`config.mk`:
```
export PLATFORM = sky130hd
export DESIGN_NAME = multicycle_control
export DESIGN_NICKNAME = d
export VERILOG_FILES = /design/src/rtl/mips_ctrl_pkg.sv /design/src/rtl/mc_ctrl_rom.sv /design/src/rtl/multicycle_control.sv
export SDC_FILE = /design/constraint.sdc
export NUM_CORES = 1
export LEC_CHECK = 0
export BUFFER_PORTS_ARGS = -buffer_cell sky130_fd_sc_hd__buf_2
export CORE_MARGIN = 5
export CORE_UTILIZATION = 54
export CTS_BUF_LIST = sky130_fd_sc_hd__clkbuf_2
export DETAILED_ROUTE_END_ITERATION = 10
export PLACE_DENSITY = 0.83
export SLEW_MARGIN = 0
export SYNTH_ARGS = -nofsm -noshare
export SYNTH_HDL_FRONTEND = slang
export SYNTH_HIERARCHICAL = 1
export SYNTH_SLANG_ARGS = --single-unit
```
`constraint.sdc`:
```
create_clock -name clk -period 3.4 [get_ports clk]
set_input_delay 0.34 -clock clk [delete_from_list [all_inputs] [get_ports clk]]
set_output_delay 0.34 -clock clk [all_outputs]
set_load 0.05 [all_outputs]
```
`src/rtl/mips_ctrl_pkg.sv`:
```
// mips_ctrl_pkg: shared encodings for the multicycle MIPS control path.
package mips_ctrl_pkg;
    typedef enum logic [3:0] {
        S_FETCH  = 4'd0,
        S_DECODE = 4'd1,
        S_MEMADR = 4'd2,
        S_MEMRD  = 4'd3,
        S_MEMWB  = 4'd4,
        S_MEMWR  = 4'd5,
        S_EXEC   = 4'd6,
        S_RWB    = 4'd7,
        S_BRANCH = 4'd8,
        S_JUMP   = 4'd9
    } state_e;

    localparam logic [5:0] OPC_RTYPE = 6'b000000;
    localparam logic [5:0] OPC_LW    = 6'b100011;
    localparam logic [5:0] OPC_SW    = 6'b101011;
    localparam logic [5:0] OPC_BEQ   = 6'b000100;
    localparam logic [5:0] OPC_J     = 6'b000010;

    localparam logic [1:0] ALUOP_ADD   = 2'b00;
    localparam logic [1:0] ALUOP_SUB   = 2'b01;
    localparam logic [1:0] ALUOP_FUNCT = 2'b10;

    localparam logic [1:0] SRCB_B      = 2'b00;
    localparam logic [1:0] SRCB_FOUR   = 2'b01;
    localparam logic [1:0] SRCB_IMM    = 2'b10;
    localparam logic [1:0] SRCB_IMM_SH = 2'b11;

    localparam logic [1:0] PCSRC_ALU    = 2'b00;
    localparam logic [1:0] PCSRC_ALUOUT = 2'b01;
    localparam logic [1:0] PCSRC_JUMP   = 2'b10;

    typedef struct packed {
        logic       pc_write;
        logic       pc_write_cond;
        logic       iord;
        logic       mem_read;
        logic       mem_write;
        logic       ir_write;
        logic       mem_to_reg;
        logic       reg_dst;
        logic       reg_write;
        logic       alu_src_a;
        logic [1:0] alu_src_b;
        logic [1:0] alu_op;
        logic [1:0] pc_source;
    } ctrl_t;
endpackage

```
`src/rtl/mc_ctrl_rom.sv`:
```
// mc_ctrl_rom: combinational state -> datapath control word decode.
module mc_ctrl_rom
    import mips_ctrl_pkg::*;
(
    input  logic [3:0] state,
    output ctrl_t      ctrl
);
    always_comb begin
        ctrl = '0;
        case (state)
            S_FETCH: begin
                ctrl.mem_read  = 1'b1;
                ctrl.ir_write  = 1'b1;
                ctrl.pc_write  = 1'b1;
                ctrl.alu_src_b = SRCB_FOUR;
                ctrl.alu_op    = ALUOP_ADD;
            end
            S_DECODE: begin
                ctrl.alu_src_b = SRCB_IMM_SH;
                ctrl.alu_op    = ALUOP_ADD;
            end
            S_MEMADR: begin
                ctrl.alu_src_a = 1'b1;
                ctrl.alu_src_b = SRCB_IMM;
                ctrl.alu_op    = ALUOP_ADD;
            end
            S_MEMRD: begin
                ctrl.mem_read = 1'b1;
                ctrl.iord     = 1'b1;
            end
            S_MEMWB: begin
                ctrl.reg_write  = 1'b1;
                ctrl.mem_to_reg = 1'b1;
            end
            S_MEMWR: begin
                ctrl.mem_write = 1'b1;
                ctrl.iord      = 1'b1;
            end
            S_EXEC: begin
                ctrl.alu_src_a = 1'b1;
                ctrl.alu_src_b = SRCB_B;
                ctrl.alu_op    = ALUOP_FUNCT;
            end
            S_RWB: begin
                ctrl.reg_write = 1'b1;
                ctrl.reg_dst   = 1'b1;
            end
            S_BRANCH: begin
                ctrl.alu_src_a     = 1'b1;
                ctrl.alu_op        = ALUOP_SUB;
                ctrl.pc_write_cond = 1'b1;
                ctrl.pc_source     = PCSRC_ALUOUT;
            end
            S_JUMP: begin
                ctrl.pc_write  = 1'b1;
                ctrl.pc_source = PCSRC_JUMP;
            end
            default: ctrl = '0;
        endcase
    end
endmodule

```
`src/rtl/multicycle_control.sv`:
```
// multicycle_control: main FSM of the multicycle MIPS-subset datapath,
// with memory-ready stalls, illegal-opcode skip and a retired-instruction counter.
module multicycle_control
    import mips_ctrl_pkg::*;
#(
    parameter int         CNT_W    = 32,
    parameter logic [5:0] OP_RTYPE = 6'b000000,
    parameter logic [5:0] OP_LW    = 6'b100011,
    parameter logic [5:0] OP_SW    = 6'b101011,
    parameter logic [5:0] OP_BEQ   = 6'b000100,
    parameter logic [5:0] OP_J     = 6'b000010
) (
    input  logic             clk,
    input  logic             rst_n,
    input  logic [5:0]       opcode,
    input  logic             zero,
    input  logic             mem_ready,
    output logic             pc_write,
    output logic             pc_write_cond,
    output logic             pc_en,
    output logic             iord,
    output logic             mem_read,
    output logic             mem_write,
    output logic             ir_write,
    output logic             mem_to_reg,
    output logic             reg_dst,
    output logic             reg_write,
    output logic             alu_src_a,
    output logic [1:0]       alu_src_b,
    output logic [1:0]       alu_op,
    output logic [1:0]       pc_source,
    output logic [3:0]       state_out,
    output logic             illegal_op,
    output logic [CNT_W-1:0] instr_count
);
    logic [3:0]       state_q, state_d;
    logic [CNT_W-1:0] cnt_q, cnt_d;
    logic             retire, legal, fetch_ok;
    ctrl_t            cw;

    mc_ctrl_rom u_rom (.state(state_q), .ctrl(cw));

    always_comb begin
        state_d = S_FETCH;
        retire  = 1'b0;
        legal   = (opcode == OP_LW) || (opcode == OP_SW) || (opcode == OP_RTYPE) ||
                  (opcode == OP_BEQ) || (opcode == OP_J);
        case (state_q)
            S_FETCH:  state_d = mem_ready ? S_DECODE : S_FETCH;
            S_DECODE: state_d = (opcode == OP_LW || opcode == OP_SW) ? S_MEMADR :
                                (opcode == OP_RTYPE) ? S_EXEC :
                                (opcode == OP_BEQ)   ? S_BRANCH :
                                (opcode == OP_J)     ? S_JUMP : S_FETCH;
            S_MEMADR: state_d = (opcode == OP_LW) ? S_MEMRD : S_MEMWR;
            S_MEMRD:  state_d = mem_ready ? S_MEMWB : S_MEMRD;
            S_MEMWR: begin
                state_d = mem_ready ? S_FETCH : S_MEMWR;
                retire  = mem_ready;
            end
            S_EXEC:   state_d = S_RWB;
            S_MEMWB, S_RWB, S_BRANCH, S_JUMP: retire = 1'b1;
            default:  state_d = S_FETCH;
        endcase
        cnt_d = cnt_q + CNT_W'(retire);
    end

    always_ff @(posedge clk) begin
        if (!rst_n) begin
            state_q <= S_FETCH;
            cnt_q   <= '0;
        end else begin
            state_q <= state_d;
            cnt_q   <= cnt_d;
        end
    end

    // IR and PC only load in FETCH once memory delivers the instruction
    assign fetch_ok      = mem_ready || (state_q != S_FETCH);
    assign pc_write      = rst_n & cw.pc_write & fetch_ok;
    assign ir_write      = rst_n & cw.ir_write & fetch_ok;
    assign pc_write_cond = rst_n & cw.pc_write_cond;
    assign pc_en         = pc_write | (pc_write_cond & zero);
    assign iord          = rst_n & cw.iord;
    assign mem_read      = rst_n & cw.mem_read;
    assign mem_write     = rst_n & cw.mem_write;
    assign mem_to_reg    = rst_n & cw.mem_to_reg;
    assign reg_dst       = rst_n & cw.reg_dst;
    assign reg_write     = rst_n & cw.reg_write;
    assign alu_src_a     = rst_n & cw.alu_src_a;
    assign alu_src_b     = rst_n ? cw.alu_src_b : 2'b00;
    assign alu_op        = rst_n ? cw.alu_op : 2'b00;
    assign pc_source     = rst_n ? cw.pc_source : 2'b00;
    assign state_out     = rst_n ? state_q : 4'd0;
    assign illegal_op    = rst_n & (state_q == S_DECODE) & ~legal;
    assign instr_count   = cnt_q;
endmodule

```
# Yosys cells after proc, flatten, opt, wreduce, memory -nomap -nowiden
# Cells that the tools add are included.
totals:
  regBits: 36
  input_bits: 10
  out_inout_bits: 54
  wordCells: 74
classes:
  n_addsub: 1
  eq_ne: 13
  mux: 27
  bitwise: 17
  reduce_logical: 14
ops:
  columns: ["operator", "n"]
  rows:
  - ["adder 32 x 1 -> 32 bit", 1]
  - ["one-hot mux 4 bit (6 select lines)", 1]
  - ["2-to-1 mux 4 bit", 5]
  - ["== test 4 x 3 -> 1 bit, second input constant", 4]
  - ["AND 1 bit", 15]
  - ["== test 6 bit, second input constant", 2]
  - ["2-to-1 mux 1 bit", 11]
  - ["2-to-1 mux 3 bit", 3]
  - ["== test 4 x 2 -> 1 bit, second input constant", 2]
  - ["== test 4 bit, second input constant", 2]
  - ["one-hot mux 2 bit (2 select lines)", 2]
  - ["OR reduction 2 bit", 4]
  - ["== test 6 x 2 -> 1 bit, second input constant", 1]
  - ["== test 6 x 3 -> 1 bit, second input constant", 1]
  - ["zero test 6 bit", 1]
  - ["2-to-1 mux 2 bit", 3]
  - ["one-hot mux 2 bit (3 select lines)", 1]
  - ["logical OR 1 bit", 5]
  - ["== test 4 x 1 -> 1 bit, second input constant", 1]
  - ["zero test 4 bit", 1]
  - ["nonzero test 4 bit", 1]
  - ["OR reduction 4 bit", 1]
  - ["OR reduction 3 bit", 1]
  - ["one-hot mux 1 bit (2 select lines)", 1]
  - ["other kinds (2)", 2]

# Longest topological paths before layout
# Gate-level depths: netlist of run 1.
logic_depth:
  word_depth: 7
  mapped_depth: 12
  mapped_depth_nobuf: 10

# Cells and area by module
# Netlist of run 1, hierarchy kept.
by_module_without_submodules:
  columns: ["module", "n_inst", "cells_per_inst", "area_each_um2", "seq_area_each_um2"]
  rows:
  - ["multicycle_control", 1, 249, 2015.7, 720.7]
  - ["mc_ctrl_rom", 1, 25, 192.7, 0.0]

# Least setup slack after synthesis of run 1
# Ideal clock, no wire load.
synth_timing:
  path_kind: "register to output"
  from: "reg state_q[0]"
  to: "out illegal_op"
  arrival_time_ns: 2.583
  t_required_ns: 3.060
  slack_ns: 0.477
  stages_incl_launch_ff: 6
  n_path_buf: 1
  path_cell_list: "dfxtp_1 -> clkbuf_1 -> inv_1 -> or4_1 -> a21oi_1 -> nor3b_1"
synth_via:
  elab_chain_len: 3
synth_rtl:
  columns: ["element", "line", "source"]
  rows:
  - ["from (decl)", "multicycle_control.sv:36", "logic [3:0] state_q, state_d;"]
  - ["from (signal assigned)", "multicycle_control.sv:72", "state_q <= state_d;"]
  - ["== test 4 x 1 -> 1 bit", "multicycle_control.sv:94", "assign illegal_op = rst_n & (state_q == S_DECODE) & ~legal;"]
  - ["AND 1 bit (2 in series)", "multicycle_control.sv:94", null]
  - ["to (decl)", "multicycle_control.sv:33", "output logic illegal_op,"]
# Every way passes these cells.

# Worst setup path after layout of run 1
layout_timing:
  from: "reg state_q[2]"
  to: "reg cnt_q[16], in the netlist instr_count[16]"
layout_via:
  elab_chain_len: 4
  word_cells_on_any_way: 8
  classes_between: "1 x add/sub; 5 x eq/ne; 1 x mux; 1 x reduce/logical"
layout_rtl:
  columns: ["element", "line", "source"]
  rows:
  - ["== test 4 x 3 -> 1 bit or == test 4 bit (tied branches)", "multicycle_control.sv:48", "case (state_q)"]
  - ["OR reduction 4 bit", "multicycle_control.sv:48", null]
  - ["one-hot mux 1 bit (2 select lines) (*)", "multicycle_control.sv:48", null]
  - ["adder 32 x 1 -> 32 bit (*)", "multicycle_control.sv:64", "cnt_d = cnt_q + CNT_W'(retire);"]
  - ["to (signal assigned)", "multicycle_control.sv:73", "cnt_q <= cnt_d;"]
  - ["to (decl)", "multicycle_control.sv:37", "logic [CNT_W-1:0] cnt_q, cnt_d;"]
# Mark *: on every way between the ends. The rest lies on a longest branch, timed or not.
# A chain may end at the register's enable or synchronous reset.

==> results of run 1 <==
## power by group
group | internal [mW] | switching, mW
sequential | 0.424 | 0.000770
clock | 0.123 | 0.152
combinational | 0.0229 | 0.0543
total | 0.569 | 0.207
## metal layers
| layer | routed length [microns] | global-route usage | part of all wire |
|---|---|---|---|
| met5 | 0 | 0 | 0 |
| met3 | 257 | 0.04865 | 0.050 |
| met4 | 78 | 0.06841 | 0.015 |
| met2 | 2389 | 0.3297 | 0.46 |
| met1 | 2447 | 0.2702 | 0.47 |
## layout make-up
class	instances	area, sq um	area share
Clock buffer	5	25.02	0.009629
Sequential cell	36	720.7	0.2773
Inverter	9	33.78	0.01300
Multi-Input combinational cell	207	1346	0.5181
Tap cell	50	62.56	0.02407
Clock inverter	3	42.54	0.01637
Timing Repair Buffer	70	367.9	0.1416
## per-stage QoR
step	total power, mW	hold WS, ns	utilization	instance area [sq um]
2_1_floorplan	0.4895	0.5725	-	2208
3_3_place_gp	0.5086	0.4533	0.6374	2531
3_5_place_dp	0.5103	0.4703	0.6374	2531
4_1_cts	0.7808	0.2638	0.6544	2599
5_1_grt	0.8058	0.2625	0.6544	2599
6_report	0.7762	0.2902	0.6544	2599
## path summary, 6_finish.rpt
| path | endpoint | slack (ns) | cells after the start |
|---|---|---|---|
| worst max-delay path | instr_count[16] | 0.61 | 9 |
| worst min-delay path | state_q[3] | 0.29 | 3 |
| worst max register to register | instr_count[16] | 0.61 | 9 |
| worst min register to register | instr_count[31] | 0.49 | 2 |
## cells in the final DEF (no fill, tap or decap), drive strengths merged, types with 2 or more instances in the layout
master,Yosys,layout
xor2,6,6
nand4b,2,2
nand3,13,13
nand2b,7,7
dfxtp,36,36
or4,14,14
nor2,17,17
xnor2,10,10
nor4b,2,2
o31ai,12,12
or3,8,8
a21oi,18,18
clkbuf,15,5
and3,3,3
o21ai,10,10
and2,18,18
and4,3,3
buf,7,70
ha,2,2
nor3,7,7
nor3b,7,7
nand2,15,15
inv,9,9
nand4,6,6
nor4,9,9
mux2i,4,4
## flip-flops by register name (all words and copies together) (netlist names)
signal and count:
instr_count 32, state_q 4
## kinds of logic (layout without fill, tap and decap cells)
logic type | count (synthesis) | after routing | share of synthesized area
buffers and inverters | 31 | 87 | 0.06402
adder cells (fa/ha/maj) | 2 | 2 | 0.01133
XOR/XNOR | 16 | 16 | 0.06345
AND/OR/NAND/NOR | 137 | 137 | 0.3830
flip-flops | 36 | 36 | 0.3263
multiplexers | 5 | 5 | 0.02323
AO/OA/AOI/OAI | 47 | 47 | 0.1286
## critical path, delay by kind of cell (launching register included)
kind / cells / cell delay [ns]
simple gates: 4 / 1.15
mux: 1 / 0.26
fa+ha+maj: 2 / 0.47
flops: 1 / 0.57
compound gates: 2 / 0.31
==> results.tsv, run 1 <==
metric	value	unit
Detailed Place HPWL	3.692	mm
Layout Area Growth over Synthesis	17.68	%
setup violators final	0	
starting density of the core	0.5561	
Worst-Skew Late Latency	0.39	ns
gr usage total	0.2048	
maximum vdd drop	0.2282	mV
Finished Layout Cells	380	
Syn Inst Count	274	
Fin Clk Skew	0.01916	ns
input/output buffers	63	
Placer Congestion	0.8086	
PD cells	298.7	nW/um^2
Startpoint Class	flop	
sequential cell area fraction in the yosys report	0.3263	
grt total ovfl	0	
min-delay src	opcode[4]	
syn_nets	286	
root buffer cell	clkbuf_2	
via count	2131	
YS warnings	6	
drt wl/cell	13.61	microns
clock sink count	36	
Hold Path Class	input pin to flop	
I/O pin cnt	64	
DRT Wirelength	5.172	mm
top post-synthesis cells by area	dfxtp_1 (33%), and2_1 (5.1%), or4_1 (4.8%)	
worst r2r src	state_q[2]	
CORE AREA	3971	sq um
RSZ-0062 raised after global routing	false	
Detail Route Antenna Nets	0	
max incr delay on CP	0.57	ns
number of global-route vias before repair	1968	
library cells used by synthesis	48	
Initial DRC Count	273	
hold_buf cts	0	
Clock Path Buffers	2	
worst slew pin tran	0.6214	ns
initial antenna violation count	0	
CTS tree	built	
first-pass GRT wire length	8.963	mm
Post-CTS Setup Bufs	0	
Crit. End Element	flop	
Avg Cell Area, Syn	8.060	sq um
Post-synth ARST share	0	
nets	341	
Die X	73.95	microns
Hold Fails Final Rpt	0	
CTS Buf Count	5	
slowest CP cell	dfxtp_1	
Required @ worst endpoint	3.74	ns
cell with the most instances after synthesis	dfxtp_1	
# fillers	350	
Most used DFF post-synth	dfxtp_1	
final worst setup slack	0.6077	ns
synthesis-stage register bit count	36	
EDFF count, synth	0	
largest net degree at the start of global routing	30	
PostCTS Resize Cnt	0	
H-tree levels	2	
DRC viols	0	
area share of the largest cell type after synthesis	0.3263	
Crit path arrival time	3.14	ns
CP cell instances	nand2_1, mux2_2, o22ai_1, ha_1, ha_1, nand2_1, or3_2, or4_1, a21oi_1	
leakage power	1.099	nW
status	complete, no violations	
Syn Std Cell Area	2208	sq um
Final min period	2.792	ns
ant diodes	0	
Crit Path Category	flop to flop	
top post-synthesis cells by count	dfxtp_1 (36), a21oi_1 (18), and2_1 (18)	
fraction of layout cells with a size suffix above 1	0.2606	
CP Max Fanout	14	
DRT Pass-1 Iters	4	
period utilization	0.8213	
dominant cell type by area after synthesis	dfxtp_1	
placed cells	372	
post-DR vias/cell	5.608	
Fmax achieved	358.1	MHz
Reg clk slew, reported paths	0.21	ns
Worst slew margin	0.5832	
Die Y	73.95	microns
Max Cap Violations	0	
fin. max-slew vios	0	
CP Launch Point	state_q[2]	
Std-Cell Rows	23	
pre-CTS WS	0.5604	ns
setup_tns	0	ns
Die Area	5469	sq um
Power figures use the tool's default switching activity.
==> run 2, diff against run 1 <==
==> constraint.sdc (replaced) <==
create_clock -name clk -period 2.9 [get_ports clk]
set_input_delay 0.29 -clock clk [delete_from_list [all_inputs] [get_ports clk]]
set_output_delay 0.29 -clock clk [all_outputs]
set_load 0.05 [all_outputs]
==> run 2 against run 1 <==
Against the previous run:
- wire length rose by 0.72%
- die area did not move
- clock power rose by 16%
- clock-buffer cell count rose by 1
- non-clock buffer count rose by 1
- sequential cell count did not move
- final cell count rose by 0.26%
- worst setup slack got worse by 0.29 ns
- cell area rose by 0.19%
- maximum frequency rose by 8.0%
- largest cell class unchanged
- highest routed layer unchanged
==> results.tsv, run 2 (same netlist as run 1, synthesis figures left out) <==
metric	value	unit
Worst R2R Setup Slack	0.31	ns
CP cell instances	mux2_2, o22ai_1, ha_1, ha_1, nand2_1, or3_2, or4_1, a21oi_1	
initial antenna violation count	0	
via count	2197	
worst hold path endpoint	state_q[3]	
Max Cap Violations	0	
Clock Path Buffers	2	
# fillers	360	
Placer Congestion	0.8168	
Detailed Place HPWL	3.836	mm
max reg flops	32	
period utilization	0.8917	
I/O pin cnt	64	
DRT Pass-1 Iters	4	
Hold Path Class	input pin to flop	
Required @ worst endpoint	3.22	ns
Reg2Reg Depth	8	
grt total ovfl	0	
Hold Fails Final Rpt	0	
Initial DRC Count	233	
CTS tree	built	
Std-Cell Rows	23	
Layout Area Growth over Synthesis	17.90	%
Clock power frac	0.352	
sw frac	0.2585	
CORE AREA	3971	sq um
CP Max Fanout	7	
maximum vdd drop	0.2639	mV
largest net degree at the start of global routing	31	
Multi-input gate area	1346	sq um
crit path buf inv count	0	
first-pass GRT wire length	8.983	mm
worst slew pin tran	0.9118	ns
cell mode on critical path	ha_1	
ant diodes	0	
max incr delay on CP	0.57	ns
Reg clk slew, reported paths	0.18	ns
Final min period	2.586	ns
PostCTS Resize Cnt	0	
CP delay by family, top	simple AND/OR/NAND/NOR gates	
DRC viols	0	
Fin Clk Skew	0.01702	ns
most frequent cells in the layout	buf_2 (63), dfxtp_1 (36), and2_1 (18), a21oi_1 (18), nor2_1 (17)	
RSZ-0062 raised after global routing	false	
Die Area	5469	sq um
drt wl/cell	13.67	microns
starting density of the core	0.5561	
Fmax achieved	386.7	MHz
PD cells	347.5	nW/um^2
post-layout util	0.6556	
Crit path arrival time	2.90	ns
sequential share of power	0.550	
commonest non-fill, non-tap cell in the layout	buf_2	
post-placement cell area	2539	sq um
worst r2r src	state_q[3]	
Detail Route Antenna Nets	0	
Post-CTS Setup Bufs	0	
DRT Wirelength	5.209	mm
input/output buffers	63	
WHS	0.2407	ns
Worst-Skew Late Latency	0.39	ns
Crit Path Category	flop to flop	
Startpoint Class	flop	
status	complete, no violations	
fraction of layout cells with a size suffix above 1	0.2628	
setup violators final	0	
sequential cell area	720.7	sq um
fin area	2604	sq um
Int Pwr	670.9	uW
slowest CP cell	or3_2	
number of global-route vias before repair	2000	
Die Y	73.95	microns
fin. max-slew vios	0	
CTS Buf Count	5	
post-DR vias/cell	5.766	
gr usage total	0.2057	
switching power	233.9	uW
Logic pwr share	0.099	
WHS Path Cells	3	
min-delay src	opcode[4]	
Die X	73.95	microns
hold_buf cts	0	
root buffer cell	clkbuf_2	
setup_tns	0	ns
r2r endpoint	instr_count[16]	
Crit. End Element	flop	
Worst slew margin	0.3915	
nets	342	
clock sink count	36	
H-tree levels	2	
leakage power	1.109	nW
run 2: changes by cell type in the layout (fill, tap and decap cells not counted):
cell	previous run	this run
clkinvlp_4	1	0
buf_4	7	8
clkbuf_2	5	6
run 2: worst max-delay path by stage:
stage,to,slack [ns],from,depth (start not counted)
floorplan,illegal_op,0.03,state_q[0],5
global placement,instr_count[28],0.28,mem_ready,11
CTS,instr_count[16],0.30,state_q[3],8
finish,instr_count[16],0.31,state_q[3],8
detailed placement,instr_count[16],0.16,mem_ready,11
global route,instr_count[16],0.14,state_q[0],10
run 2: per-stage QoR:
stage               cells  total power [mW]  setup slack (ns)
finish                381            0.9048            0.3141
global route          381            0.9407            0.1408
CTS                   381            0.9105            0.3019
detailed placement    373            0.5970            0.1559
global placement      373            0.5952            0.2841
floorplan             274            0.5739           0.02704
run 2: routing by layer:
metal,GRT usage,share of wire,routed length (microns),vias to the layer above
met5,0,0,0,-
met4,0.06439,0.012,65,0
met3,0.04865,0.064,331,6
met2,0.3386,0.49,2530,60
met1,0.2671,0.44,2281,1026
li1,-,-,-,1105
run 2: power groups by stage:
stage / registers (mW) / clock network, mW / logic [mW]
4_1_cts: 0.497 / 0.324 / 0.0897
6_report: 0.497 / 0.318 / 0.0893
5_1_grt: 0.498 / 0.346 / 0.0971
3_5_place_dp: 0.507 / 0 / 0.0896
2_1_floorplan: 0.508 / 0 / 0.0656
3_3_place_gp: 0.507 / 0 / 0.0879
run 2: cell type report:
cell class,count,area share
Clock inverter,2,0.01346
Clock buffer,6,0.01153
Multi-Input combinational cell,207,0.5171
Sequential cell,36,0.2768
Inverter,9,0.01297
Timing Repair Buffer,71,0.1442
Tap cell,50,0.02403
run 2: tightest hold or removal path, cell delays in order:
cell	delay, ns
buf_2	0.10
nor3_1	0.06
and3_1	0.15
==> run 3, diff against run 2 <==
--- a/config.mk
+++ b/config.mk
@@ -10,7 +10,7 @@
 export CORE_UTILIZATION = 54
 export CTS_BUF_LIST = sky130_fd_sc_hd__clkbuf_2
 export DETAILED_ROUTE_END_ITERATION = 10
-export PLACE_DENSITY = 0.83
+export PLACE_DENSITY_LB_ADDON = 0.25
 export SLEW_MARGIN = 0
 export SYNTH_ARGS = -nofsm -noshare
 export SYNTH_HDL_FRONTEND = slang
==> run 3 against run 2 <==
Against the previous run:
- non-clock buffer count stayed put
- die area unchanged
- largest power group unchanged
- worst setup slack gained 0.014 ns
- final cell count stayed put
- clock-buffer cell count stayed put
- sequential cell count unchanged
==> results.tsv, run 3 (same netlist as run 1, synthesis figures left out) <==
metric	value	unit
Fmax achieved	388.9	MHz
setup_tns	0	ns
fraction of layout cells with a size suffix above 1	0.2598	
initial antenna violation count	0	
Die Area	5469	sq um
gr usage total	0.1957	
Worst R2R Setup Slack	0.36	ns
DRC viols	0	
DRT Wirelength	5.301	mm
placed cells	373	
sequential share of power	0.607	
Crit. End Element	primary output	
overall power	818.9	uW
Die X	73.95	microns
number of global-route vias before repair	1816	
Clock power frac	0.282	
Detailed Place HPWL	3.896	mm
post-placement cell area	2539	sq um
Max Cap Violations	0	
nets	342	
I/O pin cnt	64	
Worst slew margin	0.6005	
maximum vdd drop	0.3234	mV
Finished Layout Cells	381	
fin. max-slew vios	0	
Crit Path Category	flop to primary output	
Required @ worst endpoint	2.61	ns
Crit path arrival time	2.28	ns
Post-CTS Setup Bufs	0	
worst r2r src	state_q[0]	
root buffer cell	clkbuf_2	
CP Max Fanout	21	
Fin Clk Skew	0.008691	ns
Detail Route Antenna Nets	0	
Reg2Reg Depth	10	
Hold Fails Final Rpt	0	
fin area	2580	sq um
Worst-Skew Late Latency	0.38	ns
PD cells	317.4	nW/um^2
post-DR vias/cell	5.559	
input/output buffers	63	
CORE AREA	3971	sq um
first-pass GRT wire length	8.473	mm
CTS Buf Count	5	
Initial DRC Count	137	
CP Launch Point	state_q[0]	
M1 GR Usage	0.2731	
r2r endpoint	instr_count[16]	
hold_buf cts	0	
H-tree levels	2	
Logic pwr share	0.110	
Final min period	2.571	ns
gr busiest metal	met2	
setup violators final	0	
worst slew pin tran	0.5957	ns
Clock Path Buffers	2	
largest net degree at the start of global routing	29	
ant diodes	0	
most frequent cells in the layout	buf_2 (63), dfxtp_1 (36), and2_1 (18), a21oi_1 (18), nor2_1 (17)	
Hold Path Class	input pin to flop	
PostCTS Resize Cnt	0	
period utilization	0.8867	
met3 Use GR	0.04730	
DRT Pass-1 Iters	4	
Critical Path Sink	illegal_op	
# fillers	380	
Std-Cell Rows	23	
Int Pwr	583.6	uW
clock sink count	36	
leakage power	1.092	nW
Die Y	73.95	microns
Placer Congestion	0.8852	
Startpoint Class	flop	
Layout Area Growth over Synthesis	16.83	%
max reg flops	32	
starting density of the core	0.5561	
switching power	235.3	uW
status	complete, no violations	
sw frac	0.2873	
grt total ovfl	0	
met2 usage	0.3041	
CTS tree	built	
Multi-input gate area	1346	sq um
sequential cell area	720.7	sq um
Reg clk slew, reported paths	0.18	ns
via count	2118	
drt wl/cell	13.91	microns
RSZ-0062 raised after global routing	false	
commonest non-fill, non-tap cell in the layout	buf_2	
-- run 3: worst min path at each step --
stage / from / end / slack, ns / cells past startpoint
floorplan: opcode[4] / state_q[3] / 0.52 / 2
global placement: instr_count[30] / instr_count[30] / 0.45 / 2
detailed placement: instr_count[31] / instr_count[31] / 0.47 / 2
CTS: opcode[4] / state_q[3] / 0.23 / 3
global route: opcode[4] / state_q[3] / 0.22 / 3
finish: opcode[4] / state_q[3] / 0.24 / 3
-- run 3: layout make-up --
| class | instances | share of cell area |
|---|---|---|
| inverter | 9 | 0.01309 |
| timing repair buffer | 71 | 0.1455 |
| clock buffer | 6 | 0.01164 |
| multi-input combinational | 207 | 0.5218 |
| sequential | 36 | 0.2793 |
| clock inverter | 2 | 0.004365 |
| tap | 50 | 0.02425 |
-- run 3: through the flow --
step,hold WS [ns],utilization,worst slack [ns]
final,0.2414,0.6497,0.3285
after detailed placement,0.4669,0.6393,0.2074
after global placement,0.4543,0.6393,0.2911
after CTS,0.2288,0.6497,0.3179
after global routing,0.2189,0.6497,0.1479
after floorplan,0.5225,-,0.02704
-- run 3: power groups by stage --
stage          combinational [mW]  clock (mW)  sequential [mW]
2_1_floorplan              0.0656           0            0.508
3_3_place_gp               0.0890           0            0.507
3_5_place_dp               0.0907           0            0.507
4_1_cts                    0.0907       0.234            0.497
5_1_grt                    0.0975       0.258            0.498
6_report                   0.0904       0.231            0.497
-- run 3: critical path, cell delays in order, from the launching register on --
cell     delay (ns)
dfxtp_1        0.37
buf_4          0.24
inv_1          0.11
or4_1          0.56
a21oi_1        0.16
nor3b_1        0.18
buf_2          0.29
-- run 3: per-layer routing --
layer / wire (microns) / part of all wire
met2: 2324 / 0.44
met3: 310 / 0.058
met4: 46 / 0.0087
met1: 2619 / 0.49
met5: 0 / 0
